$ cat src/rtl/led7seg_scan_scheduler_if.sv
// Word handshake between the digit scheduler and the 74HC595 shift-register controller.
// master drives dat/vld and holds them until rdy; slave returns rdy.
interface led7seg_scan_scheduler_if;
    logic [15:0] dat;
    logic        vld;
    logic        rdy;

    modport master (output dat, output vld, input rdy);
    modport slave  (input dat, input vld, output rdy);
endinterface

$ cat src/rtl/led7seg_scan_scheduler.sv
// 8-digit 7-seg scan scheduler with a double-buffered frame store; one word per slot tick, vld one cycle after tick.
// vld/dat are held until rdy; ticks arriving during a stall queue once, further ones set sticky overrun.
module led7seg_scan_scheduler #(
    parameter int TICK_DIV = 15625,
    parameter bit SEG_INV  = 1'b1,
    parameter bit DIG_INV  = 1'b0
) (
    input  logic                            clk,
    input  logic                            rst,
    input  logic                            enable,
    input  logic                            wr_en,
    input  logic [2:0]                      wr_addr,
    input  logic [5:0]                      wr_data,
    input  logic                            commit,
    output logic                            commit_done,
    led7seg_scan_scheduler_if.master        disp,
    output logic [2:0]                      digit_idx,
    output logic                            frame_start,
    output logic                            overrun
);
    localparam int CW = (TICK_DIV > 2) ? $clog2(TICK_DIV) : 1;
    localparam logic [5:0] BLANK = 6'b010000;

    typedef enum logic [1:0] {IDLE, WAIT_TICK, SEND} state_t;

    state_t      state_q;
    logic [CW-1:0] cnt_q;
    logic [5:0]  shadow_q [8];
    logic [5:0]  active_q [8];
    logic [15:0] dat_q;
    logic        vld_q;
    logic [2:0]  digit_idx_q;
    logic        pend_tick_q;
    logic        pend_commit_q;
    logic        commit_done_q;
    logic        frame_start_q;
    logic        overrun_q;

    logic        tick;
    logic        accept;
    logic        swap;
    logic [5:0]  cur;
    logic [7:0]  seg_raw;
    logic [7:0]  dig_raw;
    logic [15:0] word_d;

    function automatic logic [7:0] seg_lut(input logic [3:0] bcd);
        case (bcd)
            4'd0:    seg_lut = 8'h3F;
            4'd1:    seg_lut = 8'h06;
            4'd2:    seg_lut = 8'h5B;
            4'd3:    seg_lut = 8'h4F;
            4'd4:    seg_lut = 8'h66;
            4'd5:    seg_lut = 8'h6D;
            4'd6:    seg_lut = 8'h7D;
            4'd7:    seg_lut = 8'h07;
            4'd8:    seg_lut = 8'h7F;
            4'd9:    seg_lut = 8'h6F;
            4'd10:   seg_lut = 8'h77;
            4'd11:   seg_lut = 8'h7C;
            4'd12:   seg_lut = 8'h39;
            4'd13:   seg_lut = 8'h5E;
            4'd14:   seg_lut = 8'h79;
            default: seg_lut = 8'h71;
        endcase
    endfunction

    // Counter is gated by enable so a stale terminal count cannot fire after disable.
    assign tick   = enable && (cnt_q == CW'(TICK_DIV - 1));
    assign accept = (state_q == SEND) && vld_q && disp.rdy;
    assign swap   = accept && (digit_idx_q == 3'd7) && pend_commit_q;

    always_comb begin
        cur     = active_q[digit_idx_q];
        seg_raw = cur[4] ? 8'h00 : (seg_lut(cur[3:0]) | {cur[5], 7'b0});
        dig_raw = 8'b1 << digit_idx_q;
        word_d  = {(SEG_INV ? ~seg_raw : seg_raw), (DIG_INV ? ~dig_raw : dig_raw)};
    end

    always_ff @(posedge clk or posedge rst) begin
        if (rst) begin
            cnt_q <= '0;
        end else if (!enable || tick) begin
            cnt_q <= '0;
        end else begin
            cnt_q <= cnt_q + CW'(1);
        end
    end

    // The swap copies the pre-write shadow; a same-cycle write lands in shadow only.
    always_ff @(posedge clk or posedge rst) begin
        if (rst) begin
            for (int i = 0; i < 8; i++) begin
                shadow_q[i] <= BLANK;
                active_q[i] <= BLANK;
            end
        end else begin
            if (swap) begin
                for (int i = 0; i < 8; i++) active_q[i] <= shadow_q[i];
            end
            if (wr_en) shadow_q[wr_addr] <= wr_data;
        end
    end

    always_ff @(posedge clk or posedge rst) begin
        if (rst) begin
            state_q       <= IDLE;
            dat_q         <= '0;
            vld_q         <= 1'b0;
            digit_idx_q   <= '0;
            pend_tick_q   <= 1'b0;
            pend_commit_q <= 1'b0;
            commit_done_q <= 1'b0;
            frame_start_q <= 1'b0;
            overrun_q     <= 1'b0;
        end else begin
            commit_done_q <= 1'b0;
            frame_start_q <= 1'b0;

            // A commit in the swap cycle is for the following frame.
            if (swap)        pend_commit_q <= commit;
            else if (commit) pend_commit_q <= 1'b1;

            case (state_q)
                IDLE: begin
                    if (enable) state_q <= WAIT_TICK;
                end
                WAIT_TICK: begin
                    if (!enable) begin
                        pend_tick_q <= 1'b0;
                        state_q     <= IDLE;
                    end else if (tick || pend_tick_q) begin
                        pend_tick_q <= 1'b0;
                        dat_q       <= word_d;
                        vld_q       <= 1'b1;
                        state_q     <= SEND;
                    end
                end
                SEND: begin
                    if (tick) begin
                        if (pend_tick_q) overrun_q <= 1'b1;
                        pend_tick_q <= 1'b1;
                    end
                    if (accept) begin
                        vld_q       <= 1'b0;
                        digit_idx_q <= digit_idx_q + 3'd1;
                        if (digit_idx_q == 3'd0) frame_start_q <= 1'b1;
                        if (swap)                commit_done_q <= 1'b1;
                        if (enable) begin
                            state_q <= WAIT_TICK;
                        end else begin
                            pend_tick_q <= 1'b0;
                            state_q     <= IDLE;
                        end
                    end
                end
                default: state_q <= IDLE;
            endcase
        end
    end

    assign disp.dat    = dat_q;
    assign disp.vld    = vld_q;
    assign digit_idx   = digit_idx_q;
    assign frame_start = frame_start_q;
    assign commit_done = commit_done_q;
    assign overrun     = overrun_q;
endmodule

$ cat src/flat_wrapper.sv
// flat-port wrapper written by rule: the top's interface ports become plain ports
module led7seg_scan_scheduler_flat 
#(
    parameter int TICK_DIV = 15625,
    parameter bit SEG_INV  = 1'b1,
    parameter bit DIG_INV  = 1'b0
)
  (clk, rst, enable, wr_en, wr_addr, wr_data, commit, commit_done, digit_idx, frame_start, overrun, disp_dat, disp_vld, disp_rdy);
  led7seg_scan_scheduler_if disp_i ();
  input  logic clk;
  input  logic rst;
  input  logic enable;
  input  logic wr_en;
  input  logic [2:0] wr_addr;
  input  logic [5:0] wr_data;
  input  logic commit;
  output logic commit_done;
  output logic [2:0] digit_idx;
  output logic frame_start;
  output logic overrun;
  output wire logic [$bits(disp_i.dat)-1:0] disp_dat;
  output wire logic [$bits(disp_i.vld)-1:0] disp_vld;
  input wire logic [$bits(disp_i.rdy)-1:0] disp_rdy;
  assign disp_dat = disp_i.dat;
  assign disp_vld = disp_i.vld;
  assign disp_i.rdy = disp_rdy;
  led7seg_scan_scheduler #(.TICK_DIV(TICK_DIV), .SEG_INV(SEG_INV), .DIG_INV(DIG_INV)) u_core (.clk(clk), .rst(rst), .enable(enable), .wr_en(wr_en), .wr_addr(wr_addr), .wr_data(wr_data), .commit(commit), .commit_done(commit_done), .disp(disp_i), .digit_idx(digit_idx), .frame_start(frame_start), .overrun(overrun));
endmodule
$ cat config.mk
export PLATFORM = sky130hd
export DESIGN_NAME = led7seg_scan_scheduler_flat
export DESIGN_NICKNAME = d
export VERILOG_FILES = /design/src/rtl/led7seg_scan_scheduler_if.sv /design/src/rtl/led7seg_scan_scheduler.sv /design/src/flat_wrapper.sv
export SDC_FILE = /design/constraint.sdc
export NUM_CORES = 1
export LEC_CHECK = 0
export CAP_MARGIN = 20
export CELL_PAD_IN_SITES_DETAIL_PLACEMENT = 1
export CELL_PAD_IN_SITES_GLOBAL_PLACEMENT = 1
export CORE_MARGIN = 2
export CORE_UTILIZATION = 45
export CTS_CLUSTER_SIZE = 24
export DETAILED_ROUTE_END_ITERATION = 12
export DONT_BUFFER_PORTS = 1
export GPL_ROUTABILITY_DRIVEN = 0
export GPL_TIMING_DRIVEN = 0
export PLACE_DENSITY_LB_ADDON = 0.1
export RECOVER_POWER = 50
export SETUP_SLACK_MARGIN = 0.5
export SLEW_MARGIN = 20
export SYNTH_ARGS = -nofsm -noshare
export SYNTH_HDL_FRONTEND = slang
export SYNTH_SLANG_ARGS = --single-unit
export TNS_END_PERCENT = 1
$ cat constraint.sdc
create_clock -name clk -period 13.7 [get_ports clk]
set_input_delay 2.055 -clock clk [delete_from_list [all_inputs] [get_ports clk]]
set_output_delay 2.055 -clock clk [all_outputs]
set_load 0.03 [all_outputs]
==> results.sh, run 1 <==
export IMPL_outcome="finished with violations"
export IMPL_failed_checks="capacitance limit, slew limit"
export IMPL_avgSynthCellArea_um2=11.3
export IMPL_final_core_util=0.525
export IMPL_cellPowerDensity_mw_per_mm2=198
export IMPL_setup_slack_ps=7060
export IMPL_cts_setup_buffers=0
export IMPL_ys_warn_count=0
export IMPL_setup_tns_ps=0
export IMPL_cts_root_buffer="clkbuf_16"
export IMPL_cts_hold_buffers=0
export IMPL_via_per_inst=5.32
export IMPL_post_route_cells_drive_above_1_share=0.217
export IMPL_die_y_um=122
export IMPL_arrival_ps=6350
export IMPL_ys_types=49
export IMPL_cts_made_buffers=17
export IMPL_io_buffers=0
export IMPL_hold_class="reg -> reg"
export IMPL_cts_resized=0
export IMPL_antennaDiodeCount=0
export IMPL_placed_cells=729
export IMPL_die_w_um=122
export IMPL_cp_max_fo=70
export IMPL_grt_overflow=0
export IMPL_synth_top_area_cell="dfrtp_1"
export IMPL_p_leak_nw=3.38
export IMPL_dr_pass1_iters=4
export IMPL_finalSetupViolations=0
export IMPL_preCtsSetupSlack_ps=9780
export IMPL_wire_per_inst_um=18.7
export IMPL_clockBufferDepth=2
export IMPL_crit_path_start_kind="input pin"
export IMPL_antenna_found_initial=0
export IMPL_hold_viol=0
export IMPL_cp_end_kind="asynchronous set/reset pin"
export IMPL_die_area_mm2=0.0148
export IMPL_max_freq_mhz=151
export IMPL_clock_sinks=137
export IMPL_rsz0062_at_grt="no"
export IMPL_drv_cap=2
export IMPL_drt_initial_drc_count=219
export IMPL_ys_top_cells_by_area="dfrtp_1, nand2_1, mux2_2, dfstp_2, ha_1"
export IMPL_core_rowCount=42
export IMPL_critical_path_max_stage_delay_ps=2620
export IMPL_layout_common_cells="nand2_1, dfrtp_1, mux2_2"
export IMPL_seq_area_frac_synth=0.554
export IMPL_cpMaxStageDelayCell="clkbuf_1"
export IMPL_clk_latency_ps=420
export IMPL_vias=4051
export IMPL_ant_nets=0
export IMPL_synth_flop_cell="dfrtp_1"
export IMPL_synth_seq_cells=137
export IMPL_tritoncts="built"
export IMPL_grt_first_pass_wirelength_mm=23.0
export IMPL_tightest_slew_ps=3580
export IMPL_path_class="in -> async"
export IMPL_h_tree_depth=4
export IMPL_fin_nets=605
export IMPL_syn_inst=551
export IMPL_finalWirelength_mm=14.2
export IMPL_fin_skew_ps=7.46
export IMPL_irDropWorstVdd_uv=93.6
export IMPL_path_cells="clkinvlp_2 -> clkbuf_1"
export IMPL_synth_top_area_frac=0.487
export IMPL_cpLargestDelayFamily="buffers and inverters"
export IMPL_dp_hpwl_mm=9.68
export IMPL_min_period_over_period=0.485
export IMPL_remaining_drc_errors=0
export IMPL_layoutNonFillerInstCount=761
export IMPL_layout_min_cycle_time_ps=6640
export IMPL_core_area_mm2=0.0133
export IMPL_report_final_slew_viol_count=140
export IMPL_clk_pin_slew_ps=60
export IMPL_grt_pass1_vias=4250
export IMPL_synth_edff_count=0
export IMPL_final_common_cell="nand2_1"
export IMPL_slew_headroom=-1.38
export IMPL_synth_area_mm2=0.00622
export IMPL_ios=38
export IMPL_synth_async_reset_ratio=1.00
export IMPL_synth_net_count=584
export IMPL_initial_utilization=0.466
export IMPL_grt_max_degree=71
export IMPL_gr_usage_all_layers=0.209
export IMPL_critPathRequiredTime_ps=13410
export IMPL_area_growth_syn_to_layout_pct=12.8
export IMPL_worst_path_buf_inv=2
synth_stat cells (4+ instances only):
cell	instances
nor2_1	26
mux2_2	52
mux2i_1	4
nor3_1	4
nand2_1	174
mux4_1	5
buf_6	4
xor2_1	8
mux4_2	7
inv_1	14
ha_1	18
and3_1	6
o21ai_0	6
nand3_1	11
dfrtp_1	121
a21oi_1	11
dfstp_2	16
clkbuf_1	13
final timing paths:
kind                       cells past startpoint  slack (ps)                   to                start
max                                            2        7060   u_core.shadow_q[6]                  rst
min                                            2         450   u_core.active_q[4]   u_core.shadow_q[4]
max reg2reg                                    8       10700   u_core.disp.dat[8]  u_core.digit_idx[0]
min reg2reg                                    2         450   u_core.active_q[4]   u_core.shadow_q[4]
max in group clk                               7       10230  u_core.active_q[38]             disp_rdy
min in group asynchronous                      1        2340      u_core.cnt_q[0]                  rst
report_power, final:
group          switching (mW)  internal [mW]
clock                   0.172          0.259
combinational           0.175          0.158
sequential              0.105          0.522
total                   0.452          0.939
sequential cells by signal, indices dropped and copies added (netlist names):
name / cells
u_core.active_q: 48
u_core.cnt_q: 14
u_core.commit_done: 1
u_core.digit_idx: 3
u_core.disp.dat: 16
u_core.disp.vld: 1
u_core.frame_start: 1
u_core.overrun: 1
u_core.pend_commit_q: 1
u_core.pend_tick_q: 1
u_core.shadow_q: 48
u_core.state_q: 2
metrics by stage:
step / area [um^2] / power (mW) / hold slack, ps
6_report: 7010 / 1.39 / 448
5_1_grt: 7010 / 1.47 / 478
4_1_cts: 7040 / 1.41 / 453
3_5_place_dp: 6480 / 0.969 / 444
3_3_place_gp: 6440 / 0.943 / 441
2_1_floorplan: 6220 / 0.874 / 432
cell type report:
cell class | instances | area [um^2]
timing repair buffer | 2 | 8.76
buffer | 22 | 130
clock inverter | 10 | 95.1
multi-input combinational | 377 | 2590
fill | 1474 | 6330
tap | 176 | 220
inverter | 15 | 57.6
sequential | 137 | 3450
clock buffer | 22 | 464
metal layers:
layer,global-route usage,up-vias,part of all wire
li1,-,1911,-
met1,0.268,2070,0.45
met2,0.349,62,0.50
met3,0.0595,8,0.038
met4,0.0603,0,0.0087
met5,0,-,0
kinds of logic (layout without fill, tap and decap cells):
family,count (synthesis),after routing,share of synthesized area
and+or+nand+nor,241,241,0.166
DFF,137,137,0.554
muxes,73,73,0.162
buffers and inverters,37,71,0.0300
AOI/OAI and AO/OA,34,34,0.0362
adders and majority gates,18,18,0.0362
xor gates and xnor gates,11,11,0.0155
Note: power is estimated with default switching activity, not from simulation.
==> inputs of run 2 (changes only) <==
- clock period: 13.7 -> 6.8 ns (I/O delays scaled with it)
==> run 2 against run 1 <==
Compared with the run above:
- sequential power rose by 100%
- sequential share of layout area about the same
- global-route usage did not move
- routed wire length did not move
- combinational power rose by 99%
- largest cell class unchanged
- non-clock buffer count unchanged
- cell area about the same
- the run still ends with capacitance limit, slew limit left
==> results.sh, run 2 (synthesis gave the netlist of run 1 again) <==
export IMPL_via_per_inst=5.31
export IMPL_ios=38
export IMPL_arrival_ps=3830
export IMPL_min_path_cells=2
export IMPL_remaining_drc_errors=0
export IMPL_antennaDiodeCount=0
export IMPL_finalWirelength_mm=14.2
export IMPL_drv_cap=1
export IMPL_post_route_cells_drive_above_1_share=0.214
export IMPL_tightest_slew_ps=3100
export IMPL_cts_hold_buffers=0
export IMPL_core_area_mm2=0.0133
export IMPL_final_common_cell="nand2_1"
export IMPL_clock_sinks=137
export IMPL_cts_resized=0
export IMPL_dp_hpwl_mm=9.68
export IMPL_grt_pass1_vias=4250
export IMPL_hold_viol=0
export IMPL_die_area_mm2=0.0148
export IMPL_fin_nets=605
export IMPL_hold_class="reg -> reg"
export IMPL_outcome="finished with violations"
export IMPL_vias=4038
export IMPL_reg2reg_slack_ps=3270
export IMPL_core_rowCount=42
export IMPL_clockBufferDepth=2
export IMPL_die_w_um=122
export IMPL_max_freq_mhz=283
export IMPL_h_tree_depth=4
export IMPL_ant_nets=0
export IMPL_clk_latency_ps=420
export IMPL_irDropWorstVdd_uv=189
export IMPL_min_period_over_period=0.520
export IMPL_grt_max_degree=71
export IMPL_finalSetupViolations=0
export IMPL_drt_initial_drc_count=200
export IMPL_io_buffers=0
export IMPL_p_leak_nw=3.38
export IMPL_crit_path_start_kind="flop"
export IMPL_fin_skew_ps=6.82
export IMPL_report_final_slew_viol_count=68
export IMPL_layout_common_cells="nand2_1, dfrtp_1, mux2_2"
export IMPL_slew_headroom=-1.08
export IMPL_cellPowerDensity_mw_per_mm2=398
export IMPL_wire_per_inst_um=18.7
export IMPL_dr_pass1_iters=4
export IMPL_antenna_found_initial=0
export IMPL_path_class="reg -> reg"
export IMPL_cp_end_kind="flop"
export IMPL_setup_tns_ps=0
export IMPL_failed_checks="capacitance limit, slew limit"
export IMPL_gr_usage_all_layers=0.209
export IMPL_layout_min_cycle_time_ps=3530
export IMPL_cp_max_fo=10
export IMPL_critPathRequiredTime_ps=7100
export IMPL_clk_pin_slew_ps=60
export IMPL_tritoncts="built"
export IMPL_grt_first_pass_wirelength_mm=23.0
export IMPL_area_growth_syn_to_layout_pct=12.8
export IMPL_place_area_mm2=0.00648
export IMPL_die_y_um=122
export IMPL_cts_setup_buffers=0
export IMPL_initial_utilization=0.466
export IMPL_rsz0062_at_grt="no"
export IMPL_cts_made_buffers=17
export IMPL_design_area_mm2=0.00702
export IMPL_reg2reg_depth=8
export IMPL_cts_root_buffer="clkbuf_16"
export IMPL_grt_overflow=0
export IMPL_p_total_mw=2.79
## run 2: cell count changes in the layout (fill, tap and decap cells not counted)
cell      previous run  this run
buf_16               0         1
clkbuf_8             3         2
clkbuf_1            17        19
buf_4                1         0
buf_6                4         3
## run 2: final timing paths
| path | start | end |
|---|---|---|
| setup / recovery | u_core.digit_idx[0] | u_core.disp.dat[8] |
| hold / removal | u_core.shadow_q[4] | u_core.active_q[4] |
| setup reg to reg | u_core.digit_idx[0] | u_core.disp.dat[8] |
| hold reg to reg | u_core.shadow_q[4] | u_core.active_q[4] |
| max in group asynchronous | rst | u_core.disp.dat[14] |
| min in group asynchronous | rst | u_core.cnt_q[0] |
## run 2: power by group
| group | internal, mW | switching, mW | leakage, nW | total, mW |
|---|---|---|---|---|
| Clock | 0.522 | 0.346 | 0.270 | 0.869 |
| Sequential | 1.05 | 0.210 | 1.74 | 1.26 |
| Combinational | 0.312 | 0.352 | 1.37 | 0.664 |
| Total | 1.89 | 0.909 | 3.38 | 2.79 |
## run 2: metrics by stage
stage | worst slack, ps | hold WS [ps] | utilization | cells
2_1_floorplan | 2140 | 432 | - | 551
3_3_place_gp | 703 | 441 | 0.482 | 727
3_5_place_dp | 3800 | 444 | 0.485 | 729
4_1_cts | 3780 | 453 | 0.527 | 761
5_1_grt | 3040 | 478 | 0.526 | 761
6_report | 3270 | 447 | 0.526 | 761
## run 2: metal layers
layer  global-route usage  routed length, um
met2                0.349               7060
met5                    0                  0
met3               0.0595                630
met4               0.0603                141
met1                0.268               6370
## run 2: cell type report
class | instances | area, um^2
well taps | 176 | 220
multi-input cells | 377 | 2590
flip-flops and latches | 137 | 3450
plain buffers | 22 | 109
repair buffers | 2 | 32.5
fillers | 1474 | 6330
clock inverters | 10 | 95.1
inverters | 15 | 57.6
clock buffers | 22 | 464
## run 2: worst max-delay path, stage by stage, from the launching register on
cell	delay, ps
dfrtp_1	630
clkbuf_1	740
mux4_1	750
mux2i_4	330
inv_1	120
ha_1	270
mux2_2	290
a22oi_1	170
a21oi_1	100
